[src/rtl/siso_frame_pkg.sv]
// Shared types and sizing helpers for the serial frame controller.
package siso_frame_pkg;

    typedef enum logic [1:0] {
        IDLE  = 2'd0,
        SHIFT = 2'd1,
        FLUSH = 2'd2,
        DONE  = 2'd3
    } state_t;

    // Counter must reach WIDTH+DEPTH, the total number of shift edges per word.
    function automatic int unsigned cnt_width(input int unsigned width, input int unsigned depth);
        return $clog2(width + depth + 1);
    endfunction

endpackage

[src/rtl/siso_chain.sv]
// DEPTH-stage enabled serial shift chain with asynchronous clear.
module siso_chain #(
    parameter int unsigned DEPTH = 4
) (
    input  logic clk,
    input  logic rst_n,
    input  logic en,
    input  logic din,
    output logic dout
);

    logic [DEPTH-1:0] stages;

    // New bit enters stage 0; the cast keeps the shift legal for DEPTH=1.
    always_ff @(posedge clk or negedge rst_n) begin
        if (!rst_n) begin
            stages <= '0;
        end else if (en) begin
            stages <= DEPTH'({stages, din});
        end
    end

    assign dout = stages[DEPTH-1];

endmodule

[src/rtl/siso_frame_ctrl.sv]
// Word serializer/deserializer sequencing a serial shift chain, LSB first.
module siso_frame_ctrl
    import siso_frame_pkg::*;
#(
    parameter int unsigned WIDTH          = 8,
    parameter int unsigned DEPTH          = 4,
    parameter int unsigned INTERNAL_CHAIN = 1
) (
    input  logic             clk,
    input  logic             rst_n,
    input  logic [WIDTH-1:0] in_data,
    input  logic             in_valid,
    output logic             in_ready,
    output logic             sr_din,
    output logic             sr_en,
    input  logic             sr_dout,
    output logic [WIDTH-1:0] out_data,
    output logic             out_valid,
    input  logic             out_ready,
    output logic             busy
);

    localparam int unsigned CNT_W = cnt_width(WIDTH, DEPTH);
    localparam logic [CNT_W-1:0] LAST_SHIFT = CNT_W'(WIDTH - 1);
    localparam logic [CNT_W-1:0] LAST_EDGE  = CNT_W'(WIDTH + DEPTH - 1);
    localparam logic [CNT_W-1:0] CAP_START  = CNT_W'(DEPTH);

    state_t           state, state_d;
    logic [CNT_W-1:0] cnt, cnt_d;
    logic [WIDTH-1:0] word_reg, word_d;
    logic [WIDTH-1:0] out_data_d;
    logic             sr_en_d, sr_din_d, in_ready_d, out_valid_d, busy_d;
    logic             chain_dout;

    // Next state, datapath and registered Moore outputs derived from next state.
    always_comb begin
        state_d    = state;
        cnt_d      = cnt;
        word_d     = word_reg;
        out_data_d = out_data;

        unique case (state)
            IDLE: begin
                if (in_valid) begin
                    state_d = SHIFT;
                    cnt_d   = '0;
                    word_d  = in_data;
                end
            end
            SHIFT: begin
                cnt_d  = cnt + CNT_W'(1);
                word_d = word_reg >> 1;
                if (cnt >= CAP_START) begin
                    out_data_d = WIDTH'({chain_dout, out_data} >> 1);
                end
                if (cnt == LAST_SHIFT) begin
                    state_d = FLUSH;
                end
            end
            FLUSH: begin
                cnt_d = cnt + CNT_W'(1);
                if (cnt >= CAP_START) begin
                    out_data_d = WIDTH'({chain_dout, out_data} >> 1);
                end
                if (cnt == LAST_EDGE) begin
                    state_d = DONE;
                end
            end
            DONE: begin
                if (out_ready) begin
                    state_d = IDLE;
                    cnt_d   = '0;
                end
            end
        endcase

        // word_reg is consumed from bit 0, so its LSB is always the next bit to send.
        sr_en_d     = (state_d == SHIFT) || (state_d == FLUSH);
        sr_din_d    = (state_d == SHIFT) && word_d[0];
        in_ready_d  = (state_d == IDLE);
        out_valid_d = (state_d == DONE);
        busy_d      = (state_d != IDLE);
    end

    always_ff @(posedge clk or negedge rst_n) begin
        if (!rst_n) begin
            state     <= IDLE;
            cnt       <= '0;
            word_reg  <= '0;
            out_data  <= '0;
            sr_en     <= 1'b0;
            sr_din    <= 1'b0;
            in_ready  <= 1'b1;
            out_valid <= 1'b0;
            busy      <= 1'b0;
        end else begin
            state     <= state_d;
            cnt       <= cnt_d;
            word_reg  <= word_d;
            out_data  <= out_data_d;
            sr_en     <= sr_en_d;
            sr_din    <= sr_din_d;
            in_ready  <= in_ready_d;
            out_valid <= out_valid_d;
            busy      <= busy_d;
        end
    end

    // Internal chain for self-contained use; otherwise capture from the external chain.
    if (INTERNAL_CHAIN != 0) begin : g_int_chain
        logic unused_sr_dout;
        assign unused_sr_dout = sr_dout;

        siso_chain #(.DEPTH(DEPTH)) u_chain (
            .clk  (clk),
            .rst_n(rst_n),
            .en   (sr_en),
            .din  (sr_din),
            .dout (chain_dout)
        );
    end else begin : g_ext_chain
        assign chain_dout = sr_dout;
    end

endmodule
[config.mk]
export PLATFORM = sky130hd
export DESIGN_NAME = siso_frame_ctrl
export DESIGN_NICKNAME = d
export VERILOG_FILES = /design/src/rtl/siso_frame_pkg.sv /design/src/rtl/siso_chain.sv /design/src/rtl/siso_frame_ctrl.sv
export SDC_FILE = /design/constraint.sdc
export NUM_CORES = 1
export LEC_CHECK = 0
export ABC_AREA = 1
export ABC_CLOCK_PERIOD_IN_PS = 2000
export CORE_MARGIN = 2
export CORE_UTILIZATION = 52
export CTS_CLUSTER_DIAMETER = 150
export CTS_CLUSTER_SIZE = 16
export DETAILED_ROUTE_END_ITERATION = 6
export PLACE_DENSITY = 0.8
export SLEW_MARGIN = 20
export SYNTH_ARGS = -nofsm -noshare
export SYNTH_HDL_FRONTEND = slang
export SYNTH_SLANG_ARGS = --single-unit
[constraint.sdc]
create_clock -name clk -period 2 [get_ports clk]
set_input_delay 0.4 -clock clk [delete_from_list [all_inputs] [get_ports clk]]
set_output_delay 0.4 -clock clk [all_outputs]
set_load 0.02 [all_outputs]
# Word level (Yosys, flattened, before mapping)
# Index checks and enable logic that the tools add are counted.
[word_totals]
register_bits = 31
input_bits = 13
out_inout_bits = 13
wordCells = 43
[classes]
addsub = 1
order_cmp = 1
n_eq_ne = 10
muxes = 10
n_reduce_logical = 10
[ops]
columns = ["op", "n"]
rows = [
  ["one-hot mux 8 bit (2 select lines)", 1],
  ["one-hot mux 4 bit (3 select lines)", 1],
  ["== test 2 bit, second input constant", 4],
  ["2-to-1 mux 2 bit", 4],
  ["2-to-1 mux 4 bit", 2],
  ["2-to-1 mux 8 bit", 1],
  ["one-hot mux 2 bit (4 select lines)", 1],
  ["AND reduction 2 bit", 3],
  ["adder 4 x 1 -> 4 bit, second input constant", 1],
  ["== test 2 x 1 -> 1 bit, second input constant", 2],
  ["== test 4 x 3 -> 1 bit, second input constant", 1],
  ["== test 4 bit, second input constant", 1],
  [">= comparator 4 x 3 -> 1 bit, second input constant", 1],
  ["zero test 2 bit", 2],
  ["inequality test 2 bit, second input constant", 2],
  ["nonzero test 2 bit", 2],
  ["OR reduction 2 bit", 1],
  ["logical AND 1 bit", 1],
  ["logical OR 1 bit", 1],
]

# Depth between registers and ports, before layout
# Gate-level depths: netlist (run 1).
[logic_depth]
word_depth = 5
mapped_depth = 10
depth_no_buf = 10

# By module
# A second synthesis (run 1) with hierarchy kept.
[hier_totals]
hier_cells = 173
hier_area_um2 = 1498.9
[by_module_without_submodules]
columns = ["mod", "instances", "cells_per_inst", "area_each_um2", "seq_area_each_um2"]
rows = [
  ["siso_frame_ctrl", 1, 156, 1350.0, 676.9],
  ["siso_chain", 1, 17, 148.9, 100.1],
]

# Least setup slack after synthesis (run 1)
# OpenSTA, ideal clock, no wires.
[synth_timing]
path_type = "register to register"
start = "register state[1]"
end = "register sr_din"
setup_ns = 0.122
arrival_ns = 1.408
required_time_ns = 1.878
slack_ns = 0.470
path_stages_with_launch = 10
path_buffers = 0
period_less_slack_ns = 1.530
cell_sequence = "dfrtp_1 > inv_1 > ha_1 > nor2_1 > nand2_1 > inv_1 > nand2_1 > nand2_1 > ha_1 > a21boi_2"
[synth_via]
elab_chain_cells = 4
word_cells_on_any_way = 12
cone_classes = "eq/ne (4); mux (6); reduce/logical (2)"
[synth_lines]
columns = ["item", "line", "source"]
rows = [
  ["start: declaration", "siso_frame_ctrl.sv:28", "state_t state, state_d;"],
  ["start signal: assignment", "siso_frame_ctrl.sv:97", "state <= state_d;"],
  ["== test 2 bit (tied with other cells)", "siso_frame_ctrl.sv:42", "unique case (state)"],
  ["one-hot mux 2 bit (4 select lines)", "siso_frame_ctrl.sv:42", ""],
  ["== test 2 x 1 -> 1 bit", "siso_frame_ctrl.sv:79", "sr_din_d = (state_d == SHIFT) && word_d[0];"],
  ["logical AND 1 bit (*)", "siso_frame_ctrl.sv:79", ""],
  ["net sr_din_d", "siso_frame_ctrl.sv:32", "logic sr_en_d, sr_din_d, in_ready_d, out_valid_d, busy_d;"],
  ["end signal: assignment", "siso_frame_ctrl.sv:102", "sr_din <= sr_din_d;"],
  ["end: declaration", "siso_frame_ctrl.sv:14", "output logic sr_din,"],
]
# The timed path passes the listed nets; every way through them passes the cells marked *.
# A chain may end at the register's enable or synchronous reset.

# Final worst setup path (run 1)
[layout_timing]
start = "register in_ready"
end = "output in_ready"
[layout_rtl]
columns = ["item", "line", "source"]
rows = [
  ["start: declaration", "siso_frame_ctrl.sv:13", "output logic in_ready,"],
  ["start signal: assignment", "siso_frame_ctrl.sv:103", "in_ready <= in_ready_d;"],
]
# No word-level cell between the ends.

==> flow_summary.toml, run 1 <==
[outcome]
status = "completed"

[clocking]
insertion_delay_ns = 0.32
hold_buffers = 0
htreeDepth = 2
clockBufferDepth = 2
clk_pin_slew_ns = 0.10
cts-buffers-inserted = 5
cts_resized = 0
tritoncts = "done"
cts_root_buffer = "clkbuf_4"
post_cts_buffers = 0
cts_sinks = 31

[cells_and_area]
nFillCells = 216
antenna_cells = 0
fin_nets = 217
utilization_pct = 67.5
area_delta_synth_final_pct = 21.5
drive_gt1_share_pct = 17.8

[floorplanning]
core_mm2 = 0.00278
die_x_um = 58.5
die_h_um = 58.5
start_util_pct = 55.6
ios = 26
die-area_mm2 = 0.00342
rows = 19

[logic_synthesis]
synth-seq-area-share_pct = 50.3
netlist_area_mm2 = 0.00155
synth_top_area_share_pct = 48.6
synth.avg_cell_area_um2 = 9.37
synth_top_cell_by_area = "dfrtp_1"
synth_cells = 165
synth-seq-cells = 31
yosys-top-cells-area = "dfrtp_1 (49%), nand2_1 (7.3%), ha_1 (6.5%)"
ys.warnings.count = 0
yosysUniqueCellTypes = 22
syn_nets = 186

[timing]
max_freq_mhz = 540
rsz0062_at_grt = "false"
slew_headroom_pct = 74.4
fin_setup_tns_ns = 0
post-route-min-period_ns = 1.85
final-max-slew-violation-count = 0
finClkSkew_ns = 0.00715
hold_viol = 0
fin_crit_sh_pct = 92.5
finalSetupViolations = 0
worstMarginPinSlew_ns = 0.384

[global_route]
track_usage_pct = 19.6
grt_pass1_wl_mm = 5.00
grt_max_degree = 32
grt_pass1_vias = 1163
overflow = 0
antenna_found_initial = 0

[drt]
dr.pass1.iters = 5
route.detailed.wl_per_inst_um = 12.8
route.detailed.drc = 0
drtIter0Drc = 52
vias = 1232
postRouteAntennaNets = 0
avgViaCountPerCell = 5.40
drt_wl_total_mm = 2.93

[setup_path]
crit_path_cell_trace = "clkdlybuf4s50_1"
end_kind = "primary output"
cpPeakStageDelay_ns = 0.61
worstPathArrival_ns = 1.45
path_max_fanout = 1
crit_buf_inv = 1
slowest_stage = "clkdlybuf4s50_1"
critPathKind = "flop to primary output"
crit_required_ns = 1.60
startpoint_type = "flop"
cp_top_family = "buffers and inverters"

[placement]
placement.io_buffers = 24
place_hpwl_mm = 2.17
gp_congestion = 0.823

[power_and_ir_drop]
power_density_mw_per_mm2 = 1570
p_leak_nw = 0.898
ir_worst_vdd_v = 0.00119

[hold_path]
hold_class = "input pin to asynchronous set/reset pin"

[flow_run]
drv_cap = 0
==> per-layer routing <==
layer	wire (um)	track usage (%)	vias up	part of all wire [%]
met5	0	0	-	0
met4	82	9.63	0	2.8
met3	163	5.71	12	5.6
met2	1410	32.9	44	48
met1	1270	23.0	585	43
li1	-	-	591	-
==> layout make-up <==
cell class              instances  area, um^2  area share (%)
clock buffers                   8        68.8            3.66
multi-input cells             103         619            33.0
flip-flops and latches         31         777            41.4
well taps                      31        38.8            2.07
repair buffers                 28         270            14.4
inverters                      27         104            5.53
==> final timing paths <==
path                                                    start                       endpoint  slack, ns  depth (start not counted)
worst min-delay path                                    rst_n                         cnt[1]       0.46                          2
min in group clk                g_int_chain.u_chain.stages[2]  g_int_chain.u_chain.stages[3]       0.50                          2
worst max register to register                       state[1]                          sr_en       0.24                          7
max in group asynchronous                               rst_n                       in_ready       1.21                          2
worst max-delay path                                 in_ready                       in_ready       0.15                          1
worst min register to register  g_int_chain.u_chain.stages[2]  g_int_chain.u_chain.stages[3]       0.50                          2
==> where the power goes <==
group | switching (mW) | internal [mW] | total [mW]
clock | 0.206 | 0.207 | 0.413
sequential | 0.159 | 0.911 | 1.07
combinational | 0.872 | 0.597 | 1.47
total | 1.24 | 1.72 | 2.95
==> worst reg2reg max path, stage by stage (launching register included) <==
cell and delay, ns:
dfrtp_1 0.43, inv_1 0.21, ha_1 0.33, nor2_1 0.07
nand2_1 0.07, inv_1 0.05, a21oi_2 0.23, ha_1 0.27
==> cells in the mapped netlist <==
| cell type | number |
|---|---|
| dfrtp_1 | 30 |
| nand2_1 | 30 |
| inv_1 | 22 |
| nand3_1 | 14 |
| o21ai_0 | 9 |
| o21ai_1 | 9 |
| ha_1 | 8 |
| nor2_1 | 8 |
| o21ai_2 | 7 |
| a21oi_1 | 5 |
| buf_6 | 4 |
| inv_2 | 4 |
| nand2_2 | 3 |
| mux2_2 | 2 |
| nand3_2 | 2 |
| o21ai_4 | 2 |
| a21boi_2 | 1 |
| a21oi_2 | 1 |
| dfstp_2 | 1 |
| inv_4 | 1 |
| o211ai_1 | 1 |
| xor2_1 | 1 |
==> layout by cell type (no fill, tap or decap), types with 4 or more instances in the layout <==
cell type,synthesis,layout
inv_2,4,4
nand3_1,14,14
buf_4,0,4
ha_1,8,8
nor2_1,8,8
nand2_1,30,30
inv_1,22,22
o21ai_1,9,9
clkdlybuf4s50_1,0,24
dfrtp_1,30,30
o21ai_2,7,7
a21oi_1,5,5
o21ai_0,9,9
clkbuf_4,0,5
==> per-stage QoR <==
stage | cell area (um^2) | hold slack, ns | cells | worst slack [ns] | power (mW)
floorplan | 1550 | 0.104 | 165 | 0.470 | 2.10
global placement | 1810 | 0.465 | 220 | 0.272 | 2.46
detailed placement | 1810 | 0.487 | 220 | 0.200 | 2.56
CTS | 1880 | 0.477 | 228 | 0.128 | 2.97
global route | 1880 | 0.505 | 228 | 0.0938 | 3.19
finish | 1880 | 0.464 | 228 | 0.149 | 2.95
==> cells by family after synthesis <==
family          count (synthesis)  synth area share, %
buf+inv                        31                 9.64
flops                          31                 50.3
compound gates                 35                 15.3
xor+xnor                        1                0.567
fa+ha+maj                       8                 6.48
mux                             2                 1.46
simple gates                   57                 16.3
Note: power is estimated with default switching activity, not from simulation.
==> run 2: changes to the inputs <==
--- a/config.mk
+++ b/config.mk
@@ -8,11 +8,11 @@
 export ABC_AREA = 1
 export ABC_CLOCK_PERIOD_IN_PS = 2000
 export CORE_MARGIN = 2
-export CORE_UTILIZATION = 52
+export CORE_UTILIZATION = 45
 export CTS_CLUSTER_DIAMETER = 150
 export CTS_CLUSTER_SIZE = 16
 export DETAILED_ROUTE_END_ITERATION = 6
-export PLACE_DENSITY = 0.8
+export PLACE_DENSITY = 0.71
 export SLEW_MARGIN = 20
 export SYNTH_ARGS = -nofsm -noshare
 export SYNTH_HDL_FRONTEND = slang
==> run 2 against run 1 <==
  * Global-route usage down 4.6 points
  * Non-clock buffer count is the same
  * Core utilization shrank 9.7 points
  * Clock power is 24% higher
  * Register-to-register slack improved by 0.04 ns
  * Sequential power about the same
  * Die area rose by 14%
  * Setup slack barely moved
  * Total power rose by 2.7%
  * Wire length is 9.3% lower
==> flow_summary.toml, run 2 (synthesis results as in run 1) <==
[outcome]
status = "completed"

[floorplanning]
die-area_mm2 = 0.00392
core_mm2 = 0.00331
rows = 21
die_x_um = 62.6
ios = 26
start_util_pct = 46.7
die_h_um = 62.6

[cells_and_area]
drive_gt1_share_pct = 18.3
nFillCells = 294
final_area_mm2 = 0.00191
area_delta_synth_final_pct = 23.9
antenna_cells = 0
fin_nets = 217
finalNonFillerCells = 243
final_cell_mix = "nand2_1 (30), dfrtp_1 (30), clkdlybuf4s50_1 (24)"

[hold_path]
hold_class = "input pin to asynchronous set/reset pin"

[global_route]
grt-busiest-layer = "met2"
track_usage_pct = 15.0
grt_use_met1_pct = 18.0
antenna_found_initial = 0
grt_pass1_wl_mm = 4.68
use_met3_pct = 4.32
grt_max_degree = 32
use_met2_pct = 24.7
grt_pass1_vias = 1161
overflow = 0

[timing]
max_freq_mhz = 540
final-max-slew-violation-count = 0
slew_headroom_pct = 74.6
fin_setup_tns_ns = 0
worstMarginPinSlew_ns = 0.382
post-route-min-period_ns = 1.85
whs_ns = 0.448
finalSetupViolations = 0
finClkSkew_ns = 0.0159
rsz0062_at_grt = "false"
hold_viol = 0
fin_crit_sh_pct = 92.5

[setup_path]
end_kind = "primary output"
worstPathArrival_ns = 1.45
startpoint_type = "flop"
cp.depth = 1
startpoint = "in_ready"
rr_worst_depth = 9
slowest_stage = "clkdlybuf4s50_1"
r2r_end = "sr_din"
cpPeakStageDelay_ns = 0.59
reg2reg_setup_slack_ns = 0.28
crit_required_ns = 1.60
crit_path_cell_trace = "clkdlybuf4s50_1"
critPathKind = "flop to primary output"
path_max_fanout = 1
r2r-start = "state[1]"
cp_top_family = "buffers and inverters"
crit_path_end = "in_ready"
crit_buf_inv = 1

[power_and_ir_drop]
fin_total_pwr_mw = 3.03
ir_worst_vdd_v = 0.000514
p_leak_nw = 0.908
power_density_mw_per_mm2 = 1580

[clocking]
htreeDepth = 2
cts_root_buffer = "clkbuf_4"
cts_sinks = 31
post_cts_buffers = 0
cts-buffers-inserted = 5
hold_buffers = 0
clk_pin_slew_ns = 0.11
insertion_delay_ns = 0.33
cts_resized = 0
clockBufferDepth = 2
tritoncts = "done"

[placement]
placement.io_buffers = 24
place_area_mm2 = 0.00183
place_hpwl_mm = 2.05
dp.cells = 235
gp_congestion = 0.697

[drt]
route.detailed.drc = 0
avgViaCountPerCell = 4.78
drt_wl_total_mm = 2.65
route.detailed.wl_per_inst_um = 10.9
postRouteAntennaNets = 0
dr.pass1.iters = 4
vias = 1161
drtIter0Drc = 92

[flow_run]
drv_cap = 0
==> run 2: final cells by class <==
cell class	instances	area, um^2	area share (%)
clock inverter	2	35.0	1.83
inverter	27	104	5.42
sequential	31	777	40.6
timing repair buffer	28	270	14.1
tap	46	57.6	3.01
multi-input combinational	103	619	32.4
clock buffer	6	51.3	2.68
==> run 2: metal layers <==
metal / wire (um) / share of wire [%]
met1: 1210 / 45
met4: 59 / 2.2
met3: 137 / 5.2
met5: 0 / 0
met2: 1250 / 47
==> run 2: worst min-delay path by stage <==
stage	depth (start not counted)	from	endpoint
floorplan	0	rst_n	busy
global placement	2	g_int_chain.u_chain.stages[0]	g_int_chain.u_chain.stages[1]
detailed placement	2	g_int_chain.u_chain.stages[0]	g_int_chain.u_chain.stages[1]
CTS	2	rst_n	sr_din
global route	2	rst_n	word_reg[3]
finish	2	rst_n	sr_din
==> run 2: power breakdown <==
group	total [mW]	switching [mW]	internal [mW]
clock network	0.511	0.216	0.295
logic	1.45	0.854	0.595
registers	1.07	0.159	0.911
total	3.03	1.23	1.80
==> run 2: per-stage QoR <==
stage	setup slack (ns)	utilization (%)
4_1_cts	0.133	57.8
3_3_place_gp	0.212	55.2
3_5_place_dp	0.161	55.2
5_1_grt	0.101	57.8
2_1_floorplan	0.470	-
6_report	0.149	57.8
==> run 3: changes to the inputs <==
--- a/config.mk
+++ b/config.mk
@@ -7,13 +7,16 @@
 export LEC_CHECK = 0
 export ABC_AREA = 1
 export ABC_CLOCK_PERIOD_IN_PS = 2000
+export CELL_PAD_IN_SITES_DETAIL_PLACEMENT = 1
+export CELL_PAD_IN_SITES_GLOBAL_PLACEMENT = 1
 export CORE_MARGIN = 2
-export CORE_UTILIZATION = 45
+export CORE_UTILIZATION = 40
 export CTS_CLUSTER_DIAMETER = 150
 export CTS_CLUSTER_SIZE = 16
 export DETAILED_ROUTE_END_ITERATION = 6
-export PLACE_DENSITY = 0.71
+export PLACE_DENSITY = 0.81
 export SLEW_MARGIN = 20
 export SYNTH_ARGS = -nofsm -noshare
 export SYNTH_HDL_FRONTEND = slang
 export SYNTH_SLANG_ARGS = --single-unit
+export TNS_END_PERCENT = 10
==> run 3 against run 2 <==
  * Total power grew 7.4%
  * Critical path depth unchanged
  * First-iteration DRC count shrank 33%
  * Fmax rose by 0.54%
  * Combinational power rose by 5%
  * Cell count is 0.82% higher
  * Largest power group unchanged
  * Highest routed layer unchanged
==> flow_summary.toml, run 3 (synthesis results as in run 1) <==
[outcome]
status = "completed"

[cells_and_area]
fin_nets = 217
finalNonFillerCells = 245
drive_gt1_share_pct = 18.3
area_delta_synth_final_pct = 26.1
final_cell_mix = "nand2_1 (30), dfrtp_1 (30), clkdlybuf4s50_1 (24)"
antenna_cells = 0

[setup_path]
cp_top_family = "buffers and inverters"
crit_buf_inv = 1
slowest_stage = "clkdlybuf4s50_1"
crit_path_cell_trace = "clkdlybuf4s50_1"
cpPeakStageDelay_ns = 0.66
end_kind = "primary output"
crit_required_ns = 1.60
path_max_fanout = 8
critPathKind = "flop to primary output"
startpoint_type = "flop"
worstPathArrival_ns = 1.44

[drt]
dr.pass1.iters = 4
route.detailed.drc = 0
drtIter0Drc = 62
drt_wl_total_mm = 3.58
avgViaCountPerCell = 4.96
route.detailed.wl_per_inst_um = 14.6
vias = 1216
postRouteAntennaNets = 0

[timing]
fin_crit_sh_pct = 92.0
hold_viol = 0
rsz0062_at_grt = "false"
finalSetupViolations = 0
worstMarginPinSlew_ns = 0.398
fin_setup_tns_ns = 0
worst_slack_ns = 0.159
max_freq_mhz = 543
final-max-slew-violation-count = 0
slew_headroom_pct = 73.5
finClkSkew_ns = 0.00819
whs_ns = 0.493
post-route-min-period_ns = 1.84

[power_and_ir_drop]
power_density_mw_per_mm2 = 1670
ir_worst_vdd_v = 0.000742
p_leak_nw = 0.921
fin_total_pwr_mw = 3.26

[global_route]
antenna_found_initial = 0
track_usage_pct = 19.6
grt_pass1_vias = 1268
grt_pass1_wl_mm = 6.29
overflow = 0
grt_max_degree = 32

[placement]
gp_congestion = 0.801
place_hpwl_mm = 2.63
dp.cells = 237
placement.io_buffers = 24
place_ws_ns = 0.159

[hold_path]
hold_class = "flop to flop"

[floorplanning]
start_util_pct = 41.9
ios = 26
die-area_mm2 = 0.00438
die_x_um = 66.2
die_h_um = 66.2
rows = 22
core_mm2 = 0.00369

[clocking]
cts_root_buffer = "clkbuf_8"
hold_buffers = 0
cts_sinks = 31
clk_pin_slew_ns = 0.07
cts_resized = 0
cts-buffers-inserted = 5
clockBufferDepth = 2
post_cts_buffers = 0
tritoncts = "done"
htreeDepth = 2
insertion_delay_ns = 0.29

[flow_run]
drv_cap = 0
## run 3: cell counts in the layout (fill, tap and decap cells not counted)
No cell type changed its count.
## run 3: worst paths after layout
| check | slack, ns | end | cells after the start | startpoint |
|---|---|---|---|---|
| max in group asynchronous | 1.18 | in_ready | 2 | rst_n |
| setup / recovery | 0.16 | sr_en | 1 | sr_en |
| setup reg to reg | 0.23 | sr_en | 7 | state[1] |
| hold / removal | 0.49 | out_data[0] | 2 | out_data[0] |
| hold reg to reg | 0.49 | out_data[0] | 2 | out_data[0] |
| min in group asynchronous | 0.50 | state[1] | 2 | rst_n |
## run 3: area by class of cell
| type | count | area, um^2 |
|---|---|---|
| Sequential cell | 31 | 777 |
| Inverter | 27 | 104 |
| Clock inverter | 2 | 35.0 |
| Fill cell | 444 | 1740 |
| Timing Repair Buffer | 28 | 270 |
| Multi-Input combinational cell | 103 | 619 |
| Clock buffer | 6 | 82.6 |
| Tap cell | 48 | 60.1 |
## run 3: routing by layer
layer	track usage, %	share of wire (%)
met4	7.65	1.6
met1	23.9	42
met3	6.13	3.4
met2	32.3	53
met5	0	0
## run 3: stage by stage
| stage | utilization (%) | cell area, um^2 |
|---|---|---|
| after floorplan | - | 1550 |
| after global placement | 49.6 | 1830 |
| after detailed placement | 49.6 | 1830 |
| after CTS | 52.8 | 1950 |
| after global routing | 52.8 | 1950 |
| final | 52.8 | 1950 |
## run 3: report_power, final
group | total (mW) | switching, mW | internal, mW
clock | 0.649 | 0.246 | 0.403
combinational | 1.52 | 0.921 | 0.599
sequential | 1.09 | 0.174 | 0.914
total | 3.26 | 1.34 | 1.92
